### config.mk
export PLATFORM = sky130hd
export DESIGN_NAME = crp16_mem_arbiter_flat
export DESIGN_NICKNAME = d
export VERILOG_FILES = /design/src/rtl/crp16_mem_pkg.sv /design/src/rtl/crp16_mem_arbiter_if.sv /design/src/rtl/crp16_rr_arb2.sv /design/src/rtl/crp16_mem_arbiter.sv /design/src/flat_wrapper.sv
export SDC_FILE = /design/constraint.sdc
export NUM_CORES = 1
export LEC_CHECK = 0
export ABC_CLOCK_PERIOD_IN_PS = 6100
export BUFFER_PORTS_ARGS = -buffer_cell sky130_fd_sc_hd__buf_2
export CAP_MARGIN = 15
export CORE_AREA = 5 5 77 79
export CTS_BUF_LIST = sky130_fd_sc_hd__clkbuf_16
export DETAILED_ROUTE_END_ITERATION = 16
export DIE_AREA = 0 0 82 84
export PLACE_DENSITY = 0.88
export SETUP_SLACK_MARGIN = 0.1
export SKIP_LAST_GASP = 1
export SLEW_MARGIN = 15
export SYNTH_ARGS = -nofsm -noshare
export SYNTH_HDL_FRONTEND = slang
export SYNTH_HIERARCHICAL = 1
export SYNTH_SLANG_ARGS = --single-unit
### constraint.sdc
create_clock -name clock -period 6.1 [get_ports clock]
set_input_delay 0.915 -clock clock [delete_from_list [all_inputs] [get_ports clock]]
set_output_delay 0.915 -clock clock [all_outputs]
set_load 0.1 [all_outputs]
### src/rtl/crp16_mem_pkg.sv
`default_nettype none
// ============================================================================
// Module   : crp16_mem_pkg
// Brief    : Shared encodings and default widths for the crp16 memory arbiter
// Revision : 1.0 - initial release
// ============================================================================
package crp16_mem_pkg;

  localparam int unsigned CRP16_ADDR_W = 16;
  localparam int unsigned CRP16_DATA_W = 16;

  // Ownership state of the single RAM port
  typedef enum logic [1:0] {
    ST_NORMAL = 2'd0,
    ST_DRAIN  = 2'd1,
    ST_DEBUG  = 2'd2
  } arb_state_t;

  // Which requester owns the read currently in flight
  typedef enum logic [1:0] {
    TAG_NONE = 2'd0,
    TAG_IF   = 2'd1,
    TAG_DM   = 2'd2,
    TAG_DBG  = 2'd3
  } owner_tag_t;

endpackage
`default_nettype wire

### src/rtl/crp16_mem_arbiter_if.sv
`default_nettype none
// ============================================================================
// Module   : crp16_mem_arbiter_if
// Brief    : Requester handshakes and RAM macro port bundled for the arbiter
// Revision : 1.0 - initial release
// ============================================================================
interface crp16_mem_arbiter_if
  import crp16_mem_pkg::*;
#(
  parameter int unsigned ADDR_W = CRP16_ADDR_W,
  parameter int unsigned DATA_W = CRP16_DATA_W
);

  // Instruction fetch requester
  logic              if_req;
  logic [ADDR_W-1:0] if_addr;
  logic              if_gnt;
  logic              if_rvalid;

  // Data load/store requester
  logic              dm_req;
  logic              dm_we;
  logic [ADDR_W-1:0] dm_addr;
  logic [DATA_W-1:0] dm_wdata;
  logic              dm_gnt;
  logic              dm_rvalid;

  // Debug / loader requester
  logic              dbg_hold;
  logic              dbg_req;
  logic              dbg_we;
  logic [ADDR_W-1:0] dbg_addr;
  logic [DATA_W-1:0] dbg_wdata;
  logic              dbg_gnt;
  logic              dbg_rvalid;
  logic              dbg_active;

  // Shared read return and RAM macro port
  logic [DATA_W-1:0] rdata;
  logic [ADDR_W-1:0] ram_addr;
  logic [DATA_W-1:0] ram_wdata;
  logic              ram_wren;
  logic [DATA_W-1:0] ram_q;

  // Arbiter side
  modport slave (
    input  if_req, if_addr,
    input  dm_req, dm_we, dm_addr, dm_wdata,
    input  dbg_hold, dbg_req, dbg_we, dbg_addr, dbg_wdata,
    input  ram_q,
    output if_gnt, if_rvalid,
    output dm_gnt, dm_rvalid,
    output dbg_gnt, dbg_rvalid, dbg_active,
    output rdata, ram_addr, ram_wdata, ram_wren
  );

  // Requesters plus RAM macro side
  modport master (
    output if_req, if_addr,
    output dm_req, dm_we, dm_addr, dm_wdata,
    output dbg_hold, dbg_req, dbg_we, dbg_addr, dbg_wdata,
    output ram_q,
    input  if_gnt, if_rvalid,
    input  dm_gnt, dm_rvalid,
    input  dbg_gnt, dbg_rvalid, dbg_active,
    input  rdata, ram_addr, ram_wdata, ram_wren
  );

endinterface
`default_nettype wire

### src/rtl/crp16_rr_arb2.sv
`default_nettype none
// ============================================================================
// Module   : crp16_rr_arb2
// Brief    : Two-input round-robin arbiter (bit 0 = fetch, bit 1 = data)
// Revision : 1.0 - initial release
// ============================================================================
module crp16_rr_arb2 (
  input  logic       clock,
  input  logic       reset_n,
  input  logic       en,
  input  logic [1:0] req,
  output logic [1:0] gnt
);

  // High when the data side won the most recent grant; reset to data so
  // fetch wins the first tie.
  logic r_last_dm;

  // One-hot grant: on a tie the side that did not win last time goes first
  always_comb begin
    gnt = 2'b00;
    if (en) begin
      if (req[0] && (!req[1] || r_last_dm)) begin
        gnt = 2'b01;
      end else if (req[1]) begin
        gnt = 2'b10;
      end
    end
  end

  // Remember the winner of every grant actually issued
  always_ff @(posedge clock or negedge reset_n) begin
    if (!reset_n) begin
      r_last_dm <= 1'b1;
    end else if (gnt[0]) begin
      r_last_dm <= 1'b0;
    end else if (gnt[1]) begin
      r_last_dm <= 1'b1;
    end
  end

endmodule
`default_nettype wire

### src/rtl/crp16_mem_arbiter.sv
`default_nettype none
// ============================================================================
// Module   : crp16_mem_arbiter
// Brief    : Shares one single-port synchronous RAM between CPU fetch, CPU
//            data and a debug/loader port that can take exclusive ownership
// Revision : 1.0 - initial release
// ============================================================================
module crp16_mem_arbiter
  import crp16_mem_pkg::*;
#(
  parameter int unsigned ADDR_W = CRP16_ADDR_W,
  parameter int unsigned DATA_W = CRP16_DATA_W
) (
  input  logic               clock,
  input  logic               reset_n,
  crp16_mem_arbiter_if.slave bus
);

  arb_state_t        r_state;
  logic              r_dbg_active;
  owner_tag_t        r_tag;
  owner_tag_t        w_tag_next;
  logic [ADDR_W-1:0] r_addr;
  logic [DATA_W-1:0] r_wdata;

  logic              w_cpu_en;
  logic [1:0]        w_cpu_req;
  logic [1:0]        w_cpu_gnt;
  logic              w_if_gnt;
  logic              w_dm_gnt;
  logic              w_dbg_gnt;
  logic [ADDR_W-1:0] w_addr;
  logic [DATA_W-1:0] w_wdata;
  logic              w_wren;

  // CPU grants only in NORMAL; reset_n gating keeps every grant low while
  // reset is asserted even though the state already reads NORMAL.
  assign w_cpu_en  = reset_n && (r_state == ST_NORMAL);
  assign w_cpu_req = {bus.dm_req, bus.if_req};

  crp16_rr_arb2 u_rr_arb (
    .clock   (clock),
    .reset_n (reset_n),
    .en      (w_cpu_en),
    .req     (w_cpu_req),
    .gnt     (w_cpu_gnt)
  );

  assign w_if_gnt  = w_cpu_gnt[0];
  assign w_dm_gnt  = w_cpu_gnt[1];
  assign w_dbg_gnt = (r_state == ST_DEBUG) && bus.dbg_req;

  // Steer the granted requester onto the RAM port and work out which read,
  // if any, returns next cycle. With no grant the address and data hold.
  always_comb begin
    w_addr     = r_addr;
    w_wdata    = r_wdata;
    w_wren     = 1'b0;
    w_tag_next = TAG_NONE;
    if (w_if_gnt) begin
      w_addr     = bus.if_addr;
      w_tag_next = TAG_IF;
    end else if (w_dm_gnt) begin
      w_addr = bus.dm_addr;
      if (bus.dm_we) begin
        w_wdata = bus.dm_wdata;
        w_wren  = 1'b1;
      end else begin
        w_tag_next = TAG_DM;
      end
    end else if (w_dbg_gnt) begin
      w_addr = bus.dbg_addr;
      if (bus.dbg_we) begin
        w_wdata = bus.dbg_wdata;
        w_wren  = 1'b1;
      end else begin
        w_tag_next = TAG_DBG;
      end
    end
  end

  // Read-owner tag plus the held RAM address/data
  always_ff @(posedge clock or negedge reset_n) begin
    if (!reset_n) begin
      r_tag   <= TAG_NONE;
      r_addr  <= '0;
      r_wdata <= '0;
    end else begin
      r_tag   <= w_tag_next;
      r_addr  <= w_addr;
      r_wdata <= w_wdata;
    end
  end

  // Ownership FSM: NORMAL -> DRAIN -> DEBUG -> NORMAL, dbg_active registered
  always_ff @(posedge clock or negedge reset_n) begin
    if (!reset_n) begin
      r_state      <= ST_NORMAL;
      r_dbg_active <= 1'b0;
    end else begin
      case (r_state)
        ST_NORMAL: begin
          if (bus.dbg_hold) begin
            r_state      <= ST_DRAIN;
            r_dbg_active <= 1'b0;
          end
        end
        ST_DRAIN: begin
          if (!bus.dbg_hold) begin
            r_state      <= ST_NORMAL;
            r_dbg_active <= 1'b0;
          end else if (w_tag_next == TAG_NONE) begin
            r_state      <= ST_DEBUG;
            r_dbg_active <= 1'b1;
          end
        end
        ST_DEBUG: begin
          // A debug read granted this cycle keeps DEBUG until it returns
          if (!bus.dbg_hold && (w_tag_next != TAG_DBG)) begin
            r_state      <= ST_NORMAL;
            r_dbg_active <= 1'b0;
          end
        end
        default: begin
          r_state      <= ST_NORMAL;
          r_dbg_active <= 1'b0;
        end
      endcase
    end
  end

  assign bus.if_gnt     = w_if_gnt;
  assign bus.dm_gnt     = w_dm_gnt;
  assign bus.dbg_gnt    = w_dbg_gnt;
  assign bus.if_rvalid  = (r_tag == TAG_IF);
  assign bus.dm_rvalid  = (r_tag == TAG_DM);
  assign bus.dbg_rvalid = (r_tag == TAG_DBG);
  assign bus.dbg_active = r_dbg_active;
  assign bus.rdata      = bus.ram_q;
  assign bus.ram_addr   = w_addr;
  assign bus.ram_wdata  = w_wdata;
  assign bus.ram_wren   = w_wren;

endmodule
`default_nettype wire

### src/flat_wrapper.sv
// flat-port wrapper written by rule: the top's interface ports become plain ports
module crp16_mem_arbiter_flat import crp16_mem_pkg::*;
#(
  parameter int unsigned ADDR_W = CRP16_ADDR_W,
  parameter int unsigned DATA_W = CRP16_DATA_W
)
  (clock, reset_n, bus_if_req, bus_if_addr, bus_dm_req, bus_dm_we, bus_dm_addr, bus_dm_wdata, bus_dbg_hold, bus_dbg_req, bus_dbg_we, bus_dbg_addr, bus_dbg_wdata, bus_ram_q, bus_if_gnt, bus_if_rvalid, bus_dm_gnt, bus_dm_rvalid, bus_dbg_gnt, bus_dbg_rvalid, bus_dbg_active, bus_rdata, bus_ram_addr, bus_ram_wdata, bus_ram_wren);
  crp16_mem_arbiter_if #(.ADDR_W(ADDR_W), .DATA_W(DATA_W)) bus_i ();
  input  logic clock;
  input  logic reset_n;
  input wire logic [$bits(bus_i.if_req)-1:0] bus_if_req;
  input wire logic [$bits(bus_i.if_addr)-1:0] bus_if_addr;
  input wire logic [$bits(bus_i.dm_req)-1:0] bus_dm_req;
  input wire logic [$bits(bus_i.dm_we)-1:0] bus_dm_we;
  input wire logic [$bits(bus_i.dm_addr)-1:0] bus_dm_addr;
  input wire logic [$bits(bus_i.dm_wdata)-1:0] bus_dm_wdata;
  input wire logic [$bits(bus_i.dbg_hold)-1:0] bus_dbg_hold;
  input wire logic [$bits(bus_i.dbg_req)-1:0] bus_dbg_req;
  input wire logic [$bits(bus_i.dbg_we)-1:0] bus_dbg_we;
  input wire logic [$bits(bus_i.dbg_addr)-1:0] bus_dbg_addr;
  input wire logic [$bits(bus_i.dbg_wdata)-1:0] bus_dbg_wdata;
  input wire logic [$bits(bus_i.ram_q)-1:0] bus_ram_q;
  output wire logic [$bits(bus_i.if_gnt)-1:0] bus_if_gnt;
  output wire logic [$bits(bus_i.if_rvalid)-1:0] bus_if_rvalid;
  output wire logic [$bits(bus_i.dm_gnt)-1:0] bus_dm_gnt;
  output wire logic [$bits(bus_i.dm_rvalid)-1:0] bus_dm_rvalid;
  output wire logic [$bits(bus_i.dbg_gnt)-1:0] bus_dbg_gnt;
  output wire logic [$bits(bus_i.dbg_rvalid)-1:0] bus_dbg_rvalid;
  output wire logic [$bits(bus_i.dbg_active)-1:0] bus_dbg_active;
  output wire logic [$bits(bus_i.rdata)-1:0] bus_rdata;
  output wire logic [$bits(bus_i.ram_addr)-1:0] bus_ram_addr;
  output wire logic [$bits(bus_i.ram_wdata)-1:0] bus_ram_wdata;
  output wire logic [$bits(bus_i.ram_wren)-1:0] bus_ram_wren;
  assign bus_i.if_req = bus_if_req;
  assign bus_i.if_addr = bus_if_addr;
  assign bus_i.dm_req = bus_dm_req;
  assign bus_i.dm_we = bus_dm_we;
  assign bus_i.dm_addr = bus_dm_addr;
  assign bus_i.dm_wdata = bus_dm_wdata;
  assign bus_i.dbg_hold = bus_dbg_hold;
  assign bus_i.dbg_req = bus_dbg_req;
  assign bus_i.dbg_we = bus_dbg_we;
  assign bus_i.dbg_addr = bus_dbg_addr;
  assign bus_i.dbg_wdata = bus_dbg_wdata;
  assign bus_i.ram_q = bus_ram_q;
  assign bus_if_gnt = bus_i.if_gnt;
  assign bus_if_rvalid = bus_i.if_rvalid;
  assign bus_dm_gnt = bus_i.dm_gnt;
  assign bus_dm_rvalid = bus_i.dm_rvalid;
  assign bus_dbg_gnt = bus_i.dbg_gnt;
  assign bus_dbg_rvalid = bus_i.dbg_rvalid;
  assign bus_dbg_active = bus_i.dbg_active;
  assign bus_rdata = bus_i.rdata;
  assign bus_ram_addr = bus_i.ram_addr;
  assign bus_ram_wdata = bus_i.ram_wdata;
  assign bus_ram_wren = bus_i.ram_wren;
  crp16_mem_arbiter #(.ADDR_W(ADDR_W), .DATA_W(DATA_W)) u_core (.clock(clock), .reset_n(reset_n), .bus(bus_i));
endmodule
==> reports/qor.yml <==
status:
  status: "completed"
die:
  dieHeight_um: 84
  start_util_pct: 37.6
  die_w_um: 82
  ios: 160
  dieArea_um2: 6890
  core_area_um2: 5270
  rows: 27
clock_network:
  htree_levels: 2
  ctsResizeCount: 0
  tritoncts: "yes"
  clk_pin_slew_ps: 50
  clock_latency_ps: 270
  cts_made_buffers: 5
  numClockSinks: 38
  ctsRootBufferMaster: "clkbuf_16"
  post_cts_buffers: 0
  ctsHoldBuffers: 0
  cts_buffer_depth: 2
timing:
  finalSetupTns_ps: 0
  rsz0062_at_grt: "false"
  fmax_mhz: 215
  hold_violations: 0
  final-max-slew-violation-count: 0
  fin_hold_ws_ps: 512
  worstMarginPinSlew_ps: 948
  fin_skew_ps: 2.55
  setup_viol: 0
  fin_crit_ps: 4640
  maxSlewHeadroom_pct: 36.7
  fin_crit_sh_pct: 76.1
global_routing:
  grt_pass1_wl_um: 8710
  grt_max_degree: 39
  grt_pass1_vias: 1910
  grt_use_total_pct: 16.0
  overflow: 0
  antenna_found_initial: 0
route:
  wl_um: 5770
  drt_iter0_markers: 68
  drt_pass1_iterations: 6
  vias: 1914
  vias_per_cell: 5.23
  wl_per_cell_um: 15.8
  drc: 0
  postRouteAntennaNets: 0
logic_synthesis:
  synth-edff-count: 0
  syn_area_um2: 1980
  synthesis.nets: 288
  ys_types: 34
  synthTopCellsByCount: "dfrtp_1 (37), a21oi_1 (19), buf_4 (17), o22ai_1 (17)"
  postSynthAreaPerCell_um2: 10.8
  ys_ff_latch: 38
  yosysWarnings: 6
  async_flop_share_pct: 100
  synth_cells: 184
  yosys.area.top_type_share_pct: 46.7
  synth.area.top_cells: "dfrtp_1 (47%), a221o_1 (8.1%), mux2i_1 (8.1%)"
  synth_flop_cell: "dfrtp_1"
  yosysSeqAreaShare_pct: 48.0
  synth_top_cell_by_area: "dfrtp_1"
  synth.most_common_cell: "dfrtp_1"
critical_path:
  crit_fanout: 17
  worst-path-buf-inv: 2
  slowest_delay_ps: 810
  r2r-start: "u_core/r_state[1]"
  cp_slowest_cell: "nor2b_1"
  cp-startpoint: "reset_n"
  worstPathArrival_ps: 3730
  path_delay_family: "simple AND/OR/NAND/NOR gates"
  path_cells: "buf_2 > nor3b_1 > nand2_1 > a21oi_1 > nor2b_1 > a32oi_2 > a221o_1 > buf_2"
  crit_required_ps: 5180
  cp_common_cell: "buf_2"
  startpoint_type: "input pin"
  cp-end-kind: "output port"
  critPathKind: "in -> out"
hold_path:
  hold_start: "u_core/r_wdata[2]"
  hold_class: "reg -> reg"
placement:
  port_buffers: 127
  gp_congestion: 0.789
  place_inst: 358
  dp_hpwl_um: 4380
finish:
  fin_util_pct: 50.9
  instances_no_fill: 366
  area_growth_pct: 35.3
  diodes: 0
  layout-drive-gt1-share_pct: 48.3
  multiInputGateArea_um2: 812
  nets: 397
  fill_cells: 501
  seqCellArea_um2: 952
flow_run:
  drv_cap: 0
layout make-up:
class | instances | share of cell area, %
sequential | 38 | 35.5
clock inverter | 3 | 0.606
timing repair buffer | 130 | 24.5
clock buffer | 5 | 4.66
inverter | 7 | 1.07
multi-input combinational | 111 | 30.3
tap | 72 | 3.36
cell usage in the layout (no fill, tap or decap), types with 2 or more instances in the layout:
master       n
dfrtp_1     37
buf_2      127
buf_4        3
mux2i_1     16
nand2b_1     2
clkinv_1     2
a221o_1     16
clkbuf_16    5
and3_1      16
nand2_1      4
o22ai_1     17
inv_1        5
a21oi_1     18
nor2b_1      4
metrics by stage:
step           worst slack (ps)  area [um2]
2_1_floorplan               210        1990
3_3_place_gp               1500        2540
3_5_place_dp               1400        2540
4_1_cts                    1390        2680
5_1_grt                    1170        2680
6_report                   1460        2680
state kept, by name, indices dropped and copies added (netlist names):
| register | count |
|---|---|
| u_core/u_rr_arb/r_last_dm | 1 |
| u_core/r_state | 2 |
| u_core/bus.dbg_active | 1 |
| u_core/r_wdata | 16 |
| u_core/r_tag | 2 |
| u_core/r_addr | 16 |
final timing paths:
kind                                              end  slack [ps]  cells past startpoint
min in group asynchronous           u_core/r_wdata[3]         700                      2
worst max-delay path                bus_ram_wdata[11]        1460                      8
worst min-delay path                u_core/r_wdata[2]         510                      1
max in group asynchronous       u_core/bus.dbg_active        5050                      2
worst max register to register     u_core/r_wdata[11]        3100                      6
worst min register to register      u_core/r_wdata[2]         510                      1
cell families after synthesis:
| logic type | Yosys count | share of synthesized area [%] |
|---|---|---|
| AOI/OAI and AO/OA | 59 | 21.3 |
| DFF | 38 | 48.0 |
| and+or+nand+nor | 35 | 11.0 |
| buffers and inverters | 35 | 11.2 |
| muxes | 16 | 8.08 |
| xor gates and xnor gates | 1 | 0.442 |
per-layer routing:
| layer | wire length [um] | vias to the layer above | share of wire [%] | GRT usage (%) |
|---|---|---|---|---|
| met5 | 0 | - | 0 | 0 |
| met2 | 3010 | 102 | 52 | 29.2 |
| met3 | 648 | 8 | 11 | 4.97 |
| li1 | - | 897 | - | - |
| met1 | 2060 | 907 | 36 | 17.5 |
| met4 | 46 | 0 | 0.80 | 4.08 |
Power is not shown: default switching activity piles up to over one toggle a cycle in this logic, so the estimate is an artifact.
